`src/rtl/seq_divider_pkg.sv`:
```
// seq_divider_pkg: state encoding and default operand widths shared by the divider files
package seq_divider_pkg;
    localparam int DIVIDEND_W_DEF = 8;
    localparam int DIVISOR_W_DEF  = 4;
    typedef enum logic [1:0] {
        IDLE = 2'd0,
        RUN  = 2'd1,
        DONE = 2'd2
    } state_t;
endpackage

```
`src/rtl/seq_divider_div_step.sv`:
```
// div_step: one restoring-division iteration (shift in a dividend bit, trial-subtract, keep if non-negative)
//   part_rem : partial remainder entering the iteration (DIVISOR_W+1 bits)
//   next_bit : next dividend bit, MSB first
//   divisor  : unsigned divisor
//   new_rem  : partial remainder after the iteration
//   q_bit    : quotient bit produced by the iteration
module div_step
    import seq_divider_pkg::*;
#(
    parameter int DIVISOR_W = DIVISOR_W_DEF
) (
    input  logic [DIVISOR_W:0]   part_rem,
    input  logic                 next_bit,
    input  logic [DIVISOR_W-1:0] divisor,
    output logic [DIVISOR_W:0]   new_rem,
    output logic                 q_bit
);
    logic [DIVISOR_W+1:0] shifted;
    logic [DIVISOR_W+1:0] trial;
    // The shifted value is below 2*divisor, so the top bit of the
    // difference is a reliable borrow/sign flag.
    always_comb begin
        shifted = {part_rem, next_bit};
        trial   = shifted - {2'b00, divisor};
        q_bit   = ~trial[DIVISOR_W+1];
        new_rem = q_bit ? trial[DIVISOR_W:0] : shifted[DIVISOR_W:0];
    end
endmodule

```
`src/rtl/seq_divider.sv`:
```
// seq_divider: multi-cycle unsigned restoring divider, one quotient bit per clock
//   clk, rst_n   : clock (rising edge) and asynchronous active-low reset
//   start        : request a division, sampled only while idle
//   dividend     : unsigned dividend, captured on the start edge
//   divisor      : unsigned divisor, captured on the start edge
//   quotient     : registered quotient, updated only on entry to DONE
//   remainder    : registered remainder, updated only on entry to DONE
//   busy         : high while a division is running or completing
//   done         : one-cycle pulse marking valid results
//   div_by_zero  : the last captured divisor was zero
module seq_divider
    import seq_divider_pkg::*;
#(
    parameter int DIVIDEND_W = DIVIDEND_W_DEF,
    parameter int DIVISOR_W  = DIVISOR_W_DEF
) (
    input  logic                  clk,
    input  logic                  rst_n,
    input  logic                  start,
    input  logic [DIVIDEND_W-1:0] dividend,
    input  logic [DIVISOR_W-1:0]  divisor,
    output logic [DIVIDEND_W-1:0] quotient,
    output logic [DIVISOR_W-1:0]  remainder,
    output logic                  busy,
    output logic                  done,
    output logic                  div_by_zero
);
    localparam int CNT_W = $clog2(DIVIDEND_W + 1);
    localparam logic [CNT_W-1:0] LAST = CNT_W'(DIVIDEND_W - 1);

    state_t                state, state_nxt;
    logic [CNT_W-1:0]      cnt;
    // Holds the unconsumed dividend bits at the top and the quotient bits
    // shifted in at the bottom; after the last iteration it is the quotient.
    logic [DIVIDEND_W-1:0] shreg;
    logic [DIVISOR_W-1:0]  dvs;
    logic [DIVISOR_W:0]    prem;
    logic [DIVISOR_W:0]    step_rem;
    logic                  step_q;
    logic                  last;

    div_step #(.DIVISOR_W(DIVISOR_W)) u_step (
        .part_rem (prem),
        .next_bit (shreg[DIVIDEND_W-1]),
        .divisor  (dvs),
        .new_rem  (step_rem),
        .q_bit    (step_q)
    );

    always_comb begin
        last      = cnt == LAST;
        state_nxt = IDLE;
        case (state)
            IDLE:    state_nxt = start ? (divisor == '0 ? DONE : RUN) : IDLE;
            RUN:     state_nxt = last ? DONE : RUN;
            default: state_nxt = IDLE;
        endcase
        busy = state == RUN || state == DONE;
        done = state == DONE;
    end

    always_ff @(posedge clk or negedge rst_n) begin
        if (!rst_n) begin
            state       <= IDLE;
            cnt         <= '0;
            shreg       <= '0;
            dvs         <= '0;
            prem        <= '0;
            quotient    <= '0;
            remainder   <= '0;
            div_by_zero <= 1'b0;
        end else begin
            state <= state_nxt;
            case (state)
                IDLE: if (start) begin
                    shreg       <= dividend;
                    dvs         <= divisor;
                    prem        <= '0;
                    cnt         <= '0;
                    div_by_zero <= divisor == '0;
                    if (divisor == '0) begin
                        quotient  <= '1;
                        remainder <= '0;
                    end
                end
                RUN: begin
                    shreg <= {shreg[DIVIDEND_W-2:0], step_q};
                    prem  <= step_rem;
                    cnt   <= cnt + CNT_W'(1);
                    if (last) begin
                        quotient  <= {shreg[DIVIDEND_W-2:0], step_q};
                        remainder <= step_rem[DIVISOR_W-1:0];
                    end
                end
                default: ;
            endcase
        end
    end
endmodule

```
`config.mk`:
```
export PLATFORM = sky130hd
export DESIGN_NAME = seq_divider
export DESIGN_NICKNAME = d
export VERILOG_FILES = /design/src/rtl/seq_divider_pkg.sv /design/src/rtl/seq_divider_div_step.sv /design/src/rtl/seq_divider.sv
export SDC_FILE = /design/constraint.sdc
export NUM_CORES = 1
export LEC_CHECK = 0
export CAP_MARGIN = 40
export CORE_ASPECT_RATIO = 1.75
export CORE_MARGIN = 2
export CORE_UTILIZATION = 37
export CTS_CLUSTER_SIZE = 40
export DETAILED_ROUTE_END_ITERATION = 8
export GPL_TIMING_DRIVEN = 1
export PLACE_DENSITY = 0.56
export SYNTH_ARGS = -nofsm -noshare
export SYNTH_HDL_FRONTEND = slang
export SYNTH_SLANG_ARGS = --single-unit
```
`constraint.sdc`:
```
create_clock -name clk -period 5 [get_ports clk]
set_clock_uncertainty 0.2 [all_clocks]
set_input_delay 0.75 -clock clk [delete_from_list [all_inputs] [get_ports clk]]
set_output_delay 0.75 -clock clk [all_outputs]
set_load 0.05 [all_outputs]
```
After elaboration in Yosys (flattened, before gate mapping)
Cells that the tools add are included.

word-level totals
  word-level logic and storage cells = 43
  flip-flop bits (word level) = 36
  bits of input ports = 15

operators by class
  multiplexer cells = 19
  equal/unequal tests = 6
  reduce and logical (&&, ||, !) cells = 7
  add/subtract/negate cells = 2
  bitwise logic cells = 1

operators by type and width
  operator                                                                count
  8-bit two-way mux                                                       4
  8-bit case mux with 2 select lines                                      2
  4-bit two-way mux                                                       4
  4-bit case mux with 2 select lines                                      2
  5-bit two-way mux                                                       2
  5-bit case mux with 2 select lines                                      1
  2-bit two-way mux                                                       3
  2-bit != test (second input constant)                                   3
  6-bit by 4-bit subtractor with 6-bit output                             1
  4-bit by 1-bit adder with 4-bit output (second input constant)          1
  4-bit by 3-bit equality test with 1-bit output (second input constant)  1
  4-bit logical NOT                                                       1
  2-bit case mux with 2 select lines                                      1
  2-bit AND reduction                                                     2
  4-bit AND reduction                                                     1
  2-bit by 1-bit equality test with 1-bit output (second input constant)  1
  2-bit equality test (second input constant)                             1
  2-bit logical NOT                                                       1
  2-bit nonzero test                                                      1
  1-bit logical OR                                                        1
  1-bit inverter                                                          1

Depth between registers and ports, before layout
  word-level depth = 4
  depth in mapped cells = 9

Hierarchy
A second synthesis with hierarchy kept.

unflattened totals
  cells, all modules = 183
  area total of the unflattened synthesis = 1951.9 um^2

modules (own cells, without submodules)
  module       area each (um^2)  cells an instance  times used
  seq_divider  1607.8            146                1
  div_step     344.1             37                 1

Least setup slack after synthesis
No wires, ideal clock.

  kind = register -> register
  start = register shreg[7]
  end = register prem[4]
  setup slack = 2.894 ns
  clock period less this slack = 2.106 ns
  library setup time = 0.069 ns
  cell stages (with the launch flop) = 9
  path buffers = 0
  arrival time = 1.837 ns
  data required time = 4.731 ns
  cell sequence = dfrtp_1 inv_1 ha_1 inv_1 fa_1 a21o_1 a21oi_1 or4b_1 nand3_1

on the way
  longest elaborated chain between the ends = 3

ends and longest elaborated chain
  element                                      line                        RTL
  start, declared                              seq_divider.sv:35           logic [DIVIDEND_W-1:0] shreg;
  start signal, assigned                       seq_divider.sv:76           shreg <= dividend;
  start signal, assigned                       seq_divider.sv:87           shreg <= {shreg[DIVIDEND_W-2:0], step_q};
  6-bit by 4-bit subtractor with 6-bit output  seq_divider_div_step.sv:24  trial = shifted - {2'b00, divisor};
  5-bit two-way mux                            seq_divider_div_step.sv:26  new_rem = q_bit ? trial[DIVISOR_W:0] : shifted[DIVISOR_W:0];
  5-bit case mux with 2 select lines           seq_divider.sv:74           case (state)
  end signal, assigned                         seq_divider.sv:88           prem <= step_rem;
  end, declared                                seq_divider.sv:37           logic [DIVISOR_W:0] prem;

No other way between the ends.
A chain may end at the register's enable or synchronous reset.

Worst setup path after layout
  start = register state[0]
  end = output busy

on the way
  longest elaborated chain between the ends = 2

ends and longest elaborated chain
  element                                                                                       line               RTL
  start, declared                                                                               seq_divider.sv:31  state_t state, state_nxt;
  start signal, assigned                                                                        seq_divider.sv:73  state <= state_nxt;
  2-bit by 1-bit equality test with 1-bit output / 2-bit equality test (equally long branches)  seq_divider.sv:58  busy = state == RUN || state == DONE;
  1-bit logical OR (*)                                                                          seq_divider.sv:58
  end, declared                                                                                 seq_divider.sv:24  output logic busy,

Every way passes the cells marked *; elsewhere a longest branch is shown, timed or not.

==> run metrics <==
required time of the worst setup path=4.05 ns; unrepaired setup endpoints after global routing=no; Worst Tran Pin Value=0.518 ns; first element of the critical path=state[0]; depth of the worst register-to-register path=8; cells resized by post-CTS repair=0; fraction of power consumed by the clock network=11.7%; GRT Overall Usage=~16%; number of setup violations in the final report=0; total DRC errors in the routed layout=0; most common library cell in the layout ignoring fill and taps=sky130_fd_sc_hd__dfrtp_1; detailed-router iteration count before antenna repair=4; relative slew slack=65.4%; CP Capture Type=output port; power density relative to cell area=768 nW/um^2; sequential element share of the synthesized area=approximately 50%; switching component of the power=807 uW; data arrival time of the critical path=1.77 ns; port bufs=29; status=finished, final reports clean; Clock Pin Slew Worst Setup and Hold Paths=0.07 ns; count of boundary I/O pins=30; clock tree root driver cell=sky130_fd_sc_hd__clkbuf_8; total wirelength of the detailed-routed design=3.94 mm; leakage power of the design=0.00104 uW; placer congestion estimate=0.758; Vias=1439; critical path capture point=busy; summed negative setup slack over all endpoints=0 ns; final critical-path required period=between 2 and 3 ns; post-route fraction of the period consumed by the critical path=54.3%; share of power burned in registers=29.6%; remaining antenna violation count after routing=0; layout overhead on the synthesized area=24.8%; sum of net half-perimeters after detailed placement=roughly 3.0 mm; average wire per standard cell=around 15 um; Mapped Avg Cell Area=approximately 10 um^2; maximum number of pins on one net before global-route repair=37; initial core utilization=37.6%; area of the die=5570 um^2; Syn Nets=207; cts bufs inserted=5; die width=57.3 um; overall overflow remaining after global route=0; highest attainable clock frequency=368 MHz; Cell Rows=34; Internal Power=955 uW; number of hold violations in the final report=0; net switching share of the total power=45.8%; Post-Synthesis Cells=183; clk sink count=36; Comb pwr share=58.7%; most frequent cells in the layout=sky130_fd_sc_hd__dfrtp_1, sky130_fd_sc_hd__clkdlybuf4s50_1, sky130_fd_sc_hd__nand2_1; minimum setup slack among reg-to-reg paths=2.71 ns; post-layout net count=240; worst IR drop on VDD=approximately 0.46 mV; count of buffers added by post-CTS timing repair for setup=0; crit start category=flip-flop; CTS max path bufs=2; core area=between 4000 and 5000 um^2; flip-flop and latch count after synthesis=36; via count of the first global-routing pass=between 1000 and 1500; clock tree from TritonCTS=yes; Mapped Area=1840 um^2; critical register-to-register path endpoint=prem[4]; antenna violations before repair=0; category of the critical setup timing path=reg -> out; via count normalized by instance count=5.31; fin. max-slew vios=0; number of max-cap violations=0; fraction of layout instances using a drive strength above 1=9.68%; floorplan die height=just under 100 um; global-route wire length before repair=between 6 and 7 mm; # hold bufs at CTS=0; type of the worst min-delay path=reg -> reg; final total power=1760 uW; count of routing violations after the opening detailed-route iteration=21; number of H-tree branching levels=2; synth unique cells=38; Inserted Diodes=0; worst r2r src=shreg[7]; number of warnings issued by yosys=0; clock insertion delay at the later pin of the skew report=0.28 ns; maximum fanout encountered on the critical timing path=2
-- Yosys cell counts --
| cell type | n | area (um^2) |
|---|---|---|
| sky130_fd_sc_hd__nor2_1 | 10 | 37.5 |
| sky130_fd_sc_hd__a21oi_1 | 7 | 35.0 |
| sky130_fd_sc_hd__clkbuf_1 | 4 | 15.0 |
| sky130_fd_sc_hd__and3b_1 | 1 | 8.76 |
| sky130_fd_sc_hd__fa_1 | 1 | 20.0 |
| sky130_fd_sc_hd__mux2i_1 | 9 | 90.1 |
| sky130_fd_sc_hd__o2111ai_4 | 1 | 26.3 |
| sky130_fd_sc_hd__buf_2 | 2 | 10.0 |
| sky130_fd_sc_hd__a21oi_2 | 1 | 8.76 |
| sky130_fd_sc_hd__nand3_1 | 5 | 25.0 |
| sky130_fd_sc_hd__mux2_2 | 4 | 45.0 |
| sky130_fd_sc_hd__o21ai_1 | 5 | 25.0 |
| sky130_fd_sc_hd__nor4_2 | 1 | 12.5 |
| sky130_fd_sc_hd__o21ai_4 | 1 | 16.3 |
| sky130_fd_sc_hd__a32o_1 | 1 | 10.0 |
| sky130_fd_sc_hd__nand2b_1 | 2 | 12.5 |
| sky130_fd_sc_hd__o22ai_1 | 5 | 31.3 |
| sky130_fd_sc_hd__nand2_1 | 23 | 86.3 |
| sky130_fd_sc_hd__and3_1 | 1 | 6.26 |
| sky130_fd_sc_hd__a22o_1 | 2 | 17.5 |
| sky130_fd_sc_hd__or4b_1 | 1 | 10.0 |
| sky130_fd_sc_hd__buf_1 | 1 | 3.75 |
| sky130_fd_sc_hd__o21ai_0 | 11 | 55.1 |
| sky130_fd_sc_hd__dfrtp_1 | 36 | 901 |
| sky130_fd_sc_hd__a31oi_1 | 8 | 50.1 |
| sky130_fd_sc_hd__inv_1 | 21 | 78.8 |
| sky130_fd_sc_hd__nor3b_1 | 1 | 7.51 |
| sky130_fd_sc_hd__or3_4 | 1 | 11.3 |
| sky130_fd_sc_hd__a22oi_1 | 1 | 7.51 |
| sky130_fd_sc_hd__nor2b_1 | 1 | 6.26 |
| sky130_fd_sc_hd__o31ai_1 | 1 | 7.51 |
| sky130_fd_sc_hd__ha_1 | 8 | 100 |
| sky130_fd_sc_hd__mux2_4 | 1 | 15.0 |
| sky130_fd_sc_hd__o21a_1 | 1 | 7.51 |
| sky130_fd_sc_hd__o2111ai_2 | 1 | 15.0 |
| sky130_fd_sc_hd__nand4_1 | 1 | 6.26 |
| sky130_fd_sc_hd__xor2_1 | 1 | 8.76 |
| sky130_fd_sc_hd__a21o_1 | 1 | 7.51 |
-- metrics by stage --
| step | cell area (um^2) | util (%) | setup slack (ns) | hold WS (ns) | cells |
|---|---|---|---|---|---|
| 6_report | 2290 | 46.9 | 2.28 | 0.285 | 271 |
| 5_1_grt | 2290 | 46.9 | 2.22 | 0.324 | 271 |
| 4_1_cts | 2290 | 46.9 | 2.26 | 0.286 | 271 |
| 3_5_place_dp | 2200 | 45.1 | 2.27 | 0.268 | 263 |
| 3_3_place_gp | 2190 | 44.8 | 2.27 | 0.261 | 262 |
| 2_1_floorplan | 1840 | - | 2.89 | 0.250 | 183 |
-- flip-flops by register name (all words and copies together) (netlist names) --
signal       cells
cnt              4
div_by_zero      1
dvs              4
prem             5
quotient         8
remainder        4
shreg            8
state            2
-- layout make-up --
cell class                 count  area (um^2)
clock buffer                   8         90.1
fill                         477         2600
inverter                      21         78.8
multi-input combinational    119          830
sequential                    36          901
tap                           54         67.6
timing repair buffer          33          328
-- worst max-delay path, stage by stage (launching register included) --
cell and delay (ns):
sky130_fd_sc_hd__dfrtp_1 0.35, sky130_fd_sc_hd__inv_1 0.06, sky130_fd_sc_hd__ha_1 0.27, sky130_fd_sc_hd__clkdlybuf4s50_1 0.80
-- cell families after synthesis --
logic type	share of synthesized area [%]
compound gates	17.4
xor+xnor	0.477
fa+ha+maj	6.54
buf+inv	5.85
flops	49.0
mux	8.17
simple gates	12.5
-- power by group through the flow --
stage	Clock (uW)	Sequential, uW	Combinational, uW
2_1_floorplan	0	637	636
3_3_place_gp	0	523	995
3_5_place_dp	0	530	1040
4_1_cts	215	524	1050
5_1_grt	225	542	1130
6_report	206	521	1030
-- worst min-delay path by stage --
stage,from,to,slack [ns],depth (start not counted)
6_report,shreg[7],shreg[7],0.28,2
3_3_place_gp,div_by_zero,div_by_zero,0.26,2
2_1_floorplan,rst_n,cnt[0],0.25,0
3_5_place_dp,div_by_zero,div_by_zero,0.27,2
5_1_grt,div_by_zero,div_by_zero,0.32,2
4_1_cts,div_by_zero,div_by_zero,0.29,2
-- per-layer routing --
metal	GRT usage, %	routed length, um
met1	16.7	1440
met2	27.7	2240
met3	3.06	119
met4	8.77	145
met5	0	0
(Power assumes the default switching activity.)
==> variant 1 (same settings) <==
Register the inputs `start`, `dividend` and `divisor` before use, without a reset. The logic sees them one clock later.
--- a/src/rtl/seq_divider.sv
+++ b/src/rtl/seq_divider.sv
@@ -29,4 +29,14 @@
     localparam logic [CNT_W-1:0] LAST = CNT_W'(DIVIDEND_W - 1);
 
+    logic start_q;
+    logic [DIVIDEND_W-1:0] dividend_q;
+    logic [DIVISOR_W-1:0] divisor_q;
+
+    always_ff @(posedge clk) begin
+        start_q    <= start;
+        dividend_q <= dividend;
+        divisor_q  <= divisor;
+    end
+
     state_t                state, state_nxt;
     logic [CNT_W-1:0]      cnt;
@@ -52,5 +62,5 @@
         state_nxt = IDLE;
         case (state)
-            IDLE:    state_nxt = start ? (divisor == '0 ? DONE : RUN) : IDLE;
+            IDLE:    state_nxt = start_q ? (divisor_q == '0 ? DONE : RUN) : IDLE;
             RUN:     state_nxt = last ? DONE : RUN;
             default: state_nxt = IDLE;
@@ -73,11 +83,11 @@
             state <= state_nxt;
             case (state)
-                IDLE: if (start) begin
-                    shreg       <= dividend;
-                    dvs         <= divisor;
+                IDLE: if (start_q) begin
+                    shreg       <= dividend_q;
+                    dvs         <= divisor_q;
                     prem        <= '0;
                     cnt         <= '0;
-                    div_by_zero <= divisor == '0;
-                    if (divisor == '0) begin
+                    div_by_zero <= divisor_q == '0;
+                    if (divisor_q == '0) begin
                         quotient  <= '1;
                         remainder <= '0;
Formal check against the unedited RTL: not equivalent (Yosys sat finds a counterexample within 4 cycles, from zero or initial values and one cycle with rst_n low).
==> variant 1 against the unedited design <==
- die area increased by 18%
- final area increased by 16%
- critical path type unchanged
- highest routed layer unchanged
- area after synthesis increased by 20%
- power increased by 13%
- setup slack got worse by 0.026 ns
- sequential cell count increased by 13
- routed wire length increased by 0.23%
- clock power increased by 35%
- largest power group unchanged
==> variant 1: results (changes against the unedited design) <==
Clock network:
- The clock latency of the later-clocked register in the worst-skew pair came to 0.30 ns (+0.02 ns).
- The clock slew seen by the registers of the worst setup and hold paths was 0.09 ns (+0.02 ns).
- The count of instances resized after the clock tree is built is 0 (unchanged).

Routing:
- The ratio of routed vias to standard cells is 4.83 (-9.1%).
- The detailed-router iteration count before antenna repair is 4 (unchanged).
- The detail-routed net length per standard cell was 12.7 um (-12%).
- The number of design-rule violations left by the first detailed-router iteration is 40 (+90%).

Final layout:
- In the final layout, the registers with the most flip-flops are dividend_q: 8 flops, quotient: 8 flops, shreg: 8 flops.
- The proportion of layout cells with a drive suffix above 1 is 12.5% (+2.8 points).
- The final-stage net count is 255 (+6.3%).

GRT:
- The number of antenna violations at the first check in global routing is 0 (unchanged).
- The number of global-route vias before repair is 1492 (+0.20%).
- The pin count of the biggest net entering global routing is 36 (-2.7%).
- The first-pass GRT wire length is 6980 um (+3.1%).
- The overall fraction of global-route tracks in use is 13.5% (-2.2 points).

Synthesis:
- By area the synthesized netlist is led by sky130_fd_sc_hd__dfrtp_1 (41%), sky130_fd_sc_hd__dfxtp_1 (12%), sky130_fd_sc_hd__ha_1 (4.6%), sky130_fd_sc_hd__mux2i_1 (4.6%), sky130_fd_sc_hd__nand2_1 (3.6%).
- The net count of the mapped netlist is 225 (+8.7%).
- The total of warnings raised by yosys was 0 (unchanged).
- The portion of the post-synthesis area used by sequential elements is 52.8% (+3.8 points).
- The fraction of registers with async set/reset is 73.5% (-27 points).
- The number of library cell types mapped by synthesis is 48 (+26%).
- Sorting the synthesized cells by how often they occur yields sky130_fd_sc_hd__dfrtp_1 (36), sky130_fd_sc_hd__nand2_1 (21), sky130_fd_sc_hd__inv_1 (19), sky130_fd_sc_hd__nor2_1 (14).

Power and ir drop:
- The static leakage was 0.00118 uW (+13%).
- The largest vdd supply drop came to 328 uV (-28%).

Placed design:
- The HPWL after detailed placement is 2860 um (-5.4%).
- The placer congestion estimate is 0.750 (-0.95%).

Worst hold path:
- The class of the worst hold path is in -> async.

Worst setup path:
- The data arrival at the endpoint of the critical path is 1.79 ns (+0.02 ns).

STA:
- The relative max-transition margin is 41.8% (-24 points).

Run status:
- The run finished with clean final reports.
variant 1: area by class of cell:
| cell class | count | area (um2) |
|---|---|---|
| clock buffers | 6 | 72.6 |
| clock inverters | 2 | 38.8 |
| fillers | 589 | 3160 |
| inverters | 19 | 71.3 |
| multi-input cells | 125 | 911 |
| flip-flops and latches | 49 | 1160 |
| well taps | 78 | 97.6 |
| repair buffers | 31 | 320 |
variant 1: per-stage QoR:
stage               std cells  power (uW)  util, %  cell area [um2]  worst slack, ns
floorplan                 201        1490        -             2200             3.02
global placement          300        1700     43.3             2530             2.06
detailed placement        302        1740     43.9             2560             2.37
CTS                       310        2020     45.8             2670             2.25
global route              310        2160     45.8             2670             2.17
finish                    310        1990     45.8             2670             2.26
variant 1: path summary, 6_finish.rpt:
check | startpoint | endpoint | slack, ns | depth (start not counted)
min in group clk | shreg[7] | shreg[7] | 0.30 | 2
max in group asynchronous | rst_n | cnt[0] | 4.19 | 2
worst min register to register | shreg[7] | shreg[7] | 0.30 | 2
worst max-delay path | state[1] | busy | 2.26 | 3
worst max register to register | state[1] | remainder[3] | 2.39 | 6
worst min-delay path | rst_n | dvs[3] | 0.03 | 1
variant 1: metal layers:
layer | track usage [%] | part of all wire, % | vias to the layer above
met1 | 16.5 | 43 | 713
met5 | 0 | 0 | -
li1 | - | - | 753
met4 | 5.87 | 2.1 | 0
met2 | 22.7 | 52 | 26
met3 | 2.96 | 3.3 | 4
variant 1: worst reg2reg max path, stage by stage, from the launching register on:
cell and delay [ns]:
sky130_fd_sc_hd__dfrtp_1 0.40, sky130_fd_sc_hd__inv_1 0.08, sky130_fd_sc_hd__ha_1 0.39, sky130_fd_sc_hd__buf_8 0.23, sky130_fd_sc_hd__nor2_1 0.10, sky130_fd_sc_hd__a211oi_4 0.69, sky130_fd_sc_hd__mux2_2 0.41
variant 1: power by group:
group | total, uW | internal [uW] | leakage, uW | switching [uW]
registers | 637 | 538 | 0.000544 | 99.9
logic | 1080 | 441 | 0.000577 | 636
clock network | 278 | 150 | 0.0000554 | 127
variant 1: cell families (layout without fill, tap and decap cells):
family          Yosys count  in the layout  synth area share, %
compound gates           49             49                 16.4
flops                    49             49                 52.8
simple gates             48             48                 10.5
buf+inv                  27             58                 5.75
mux                      17             17                 8.31
fa+ha+maj                 9              9                 5.46
xor+xnor                  2              2                0.797
==> variant 2 (same flow settings) <==
Made on the original files. Set the package constant `DIVIDEND_W_DEF` to 32 (it was 8).
--- a/src/rtl/seq_divider_pkg.sv
+++ b/src/rtl/seq_divider_pkg.sv
@@ -1,5 +1,5 @@
 // seq_divider_pkg: state encoding and default operand widths shared by the divider files
 package seq_divider_pkg;
-    localparam int DIVIDEND_W_DEF = 8;
+    localparam int DIVIDEND_W_DEF = 32;
     localparam int DIVISOR_W_DEF  = 4;
     typedef enum logic [1:0] {
Interface: changed (resized dividend and quotient); port bits go from 30 to 78. No check against the original RTL was run, so the function may have changed too.
==> variant 2 against the unedited design <==
- setup slack worse by 0.13 ns
- routed wire length up 130%
- utilization rose by 1.6 points
- critical path type unchanged
- power increased by 130%
- worst hold slack worse by 0.10 ns
- final area up 130%
- sequential cell count up 50
- area after synthesis rose by 120%
- cell count is 120% higher
- combinational power grew 100%
==> variant 2: results (changes against the unedited design) <==
Run status:
- The run finished with clean final reports.

GRT:
- The first-pass GRT wire length is 14500 um (+120%).
- The number of global-route vias before repair came to 2913 (+96%).
- The pin count of the biggest net entering global routing is 69 (+86%).
- The overall fraction of global-route tracks in use is 15.6% (about the same).

Synthesis:
- The compound-cell area share of the yosys netlist is 14.5% (-2.9 points).
- The number of library cell types mapped by synthesis was 41 (+7.9%).
- The share of the synthesized area in the top cell type is 53.2% (+4.2 points).
- The commonest cells after synthesis are sky130_fd_sc_hd__dfrtp_1 (86), sky130_fd_sc_hd__nand2_1 (47), sky130_fd_sc_hd__inv_1 (43), sky130_fd_sc_hd__o21ai_0 (39), sky130_fd_sc_hd__nor2_1 (38).
- The portion of the post-synthesis area used by sequential elements is 53.2% (+4.2 points).
- After synthesis, the cell types taking the most area are sky130_fd_sc_hd__dfrtp_1 (53%), sky130_fd_sc_hd__mux2i_1 (8.7%), sky130_fd_sc_hd__a31oi_1 (5.0%), sky130_fd_sc_hd__o21ai_0 (4.8%), sky130_fd_sc_hd__nand2_1 (4.4%).
- The synthesized-area fraction occupied by xor and xnor cells is 1.08% (+0.61 points).
- The net count of the mapped netlist came to 452 (+120%).

Placed design:
- The HPWL after detailed placement is 6170 um (+100%).
- The placer congestion estimate is 0.742 (-2.1%).
- The total of buffers placed on input and output ports is 77 (+170%).

STA:
- The slew at the pin closest to its max-slew limit is 0.730 ns (+0.213 ns).

Clock network:
- The maximum level of the CTS H-tree is 3 (+1).
- The clock latency of the later-clocked register in the worst-skew pair is 0.34 ns (+0.06 ns).
- The root cell of the clock tree is sky130_fd_sc_hd__clkbuf_16.
- The number of buffers added by the clock tree synthesis step came to 9 (+4).

Worst hold path:
- The worst hold path belongs to the class in -> async.

Routing:
- The detailed-router iteration count before antenna repair is 6 (+2).
- The number of design-rule violations left by the first detailed-router iteration was 149 (+610%).
- The ratio of routed vias to standard cells is 4.81 (-9.4%).

Power and ir drop:
- The largest vdd supply drop is 377 uV (-18%).
- The static leakage is 0.00237 uW (+130%).

Final layout:
- The largest registers in the layout are quotient: 32 flops, shreg: 32 flops, cnt: 6 flops.
variant 2: kinds of logic after synthesis:
family	Yosys count
AOI/OAI and AO/OA	95
DFF	86
xor gates and xnor gates	5
adders and majority gates	9
and+or+nand+nor	102
buffers and inverters	67
muxes	40
variant 2: final timing paths:
check / depth (start not counted) / from / endpoint / slack (ns)
worst max register to register: 6 / state[1] / quotient[12] / 2.20
worst max-delay path: 3 / state[0] / busy / 2.15
worst min-delay path: 1 / rst_n / shreg[23] / 0.18
max in group asynchronous: 2 / rst_n / prem[4] / 3.43
worst min register to register: 2 / shreg[31] / shreg[31] / 0.29
min in group clk: 2 / shreg[31] / shreg[31] / 0.29
variant 2: area by class of cell:
cell class / instances / area (um2)
clock inverter: 5 / 57.6
clock buffer: 11 / 253
sequential: 86 / 2150
timing repair buffer: 80 / 791
multi-input combinational: 251 / 1610
tap: 130 / 163
fill: 1023 / 5510
inverter: 44 / 165
variant 2: through the flow:
stage	setup slack (ns)	util [%]	instances	power, uW	hold slack [ns]
CTS	2.12	48.5	607	4090	0.190
global route	1.93	48.5	607	4340	0.213
global placement	2.06	45.6	591	3340	0.266
floorplan	2.90	-	404	2800	0.250
detailed placement	2.00	45.6	591	3380	0.288
finish	2.15	48.5	607	4040	0.180
variant 2: worst max-delay path: cells and delay by family, from the launching register on:
kind / cells / cell delay, ns
buf+inv: 2 / 0.87
flops: 1 / 0.40
fa+ha+maj: 1 / 0.28
variant 2: layer usage:
metal	GRT usage [%]	share of wire, %
met1	17.9	42
met2	27.3	52
met3	3.65	3.6
met4	7.51	2.5
met5	0	0
variant 2: power by group:
group | internal [uW] | switching, uW | leakage, uW | total, uW
sequential | 1040 | 236 | 0.00103 | 1280
clock | 413 | 277 | 0.000144 | 691
combinational | 781 | 1290 | 0.00120 | 2070
total | 2230 | 1800 | 0.00237 | 4040
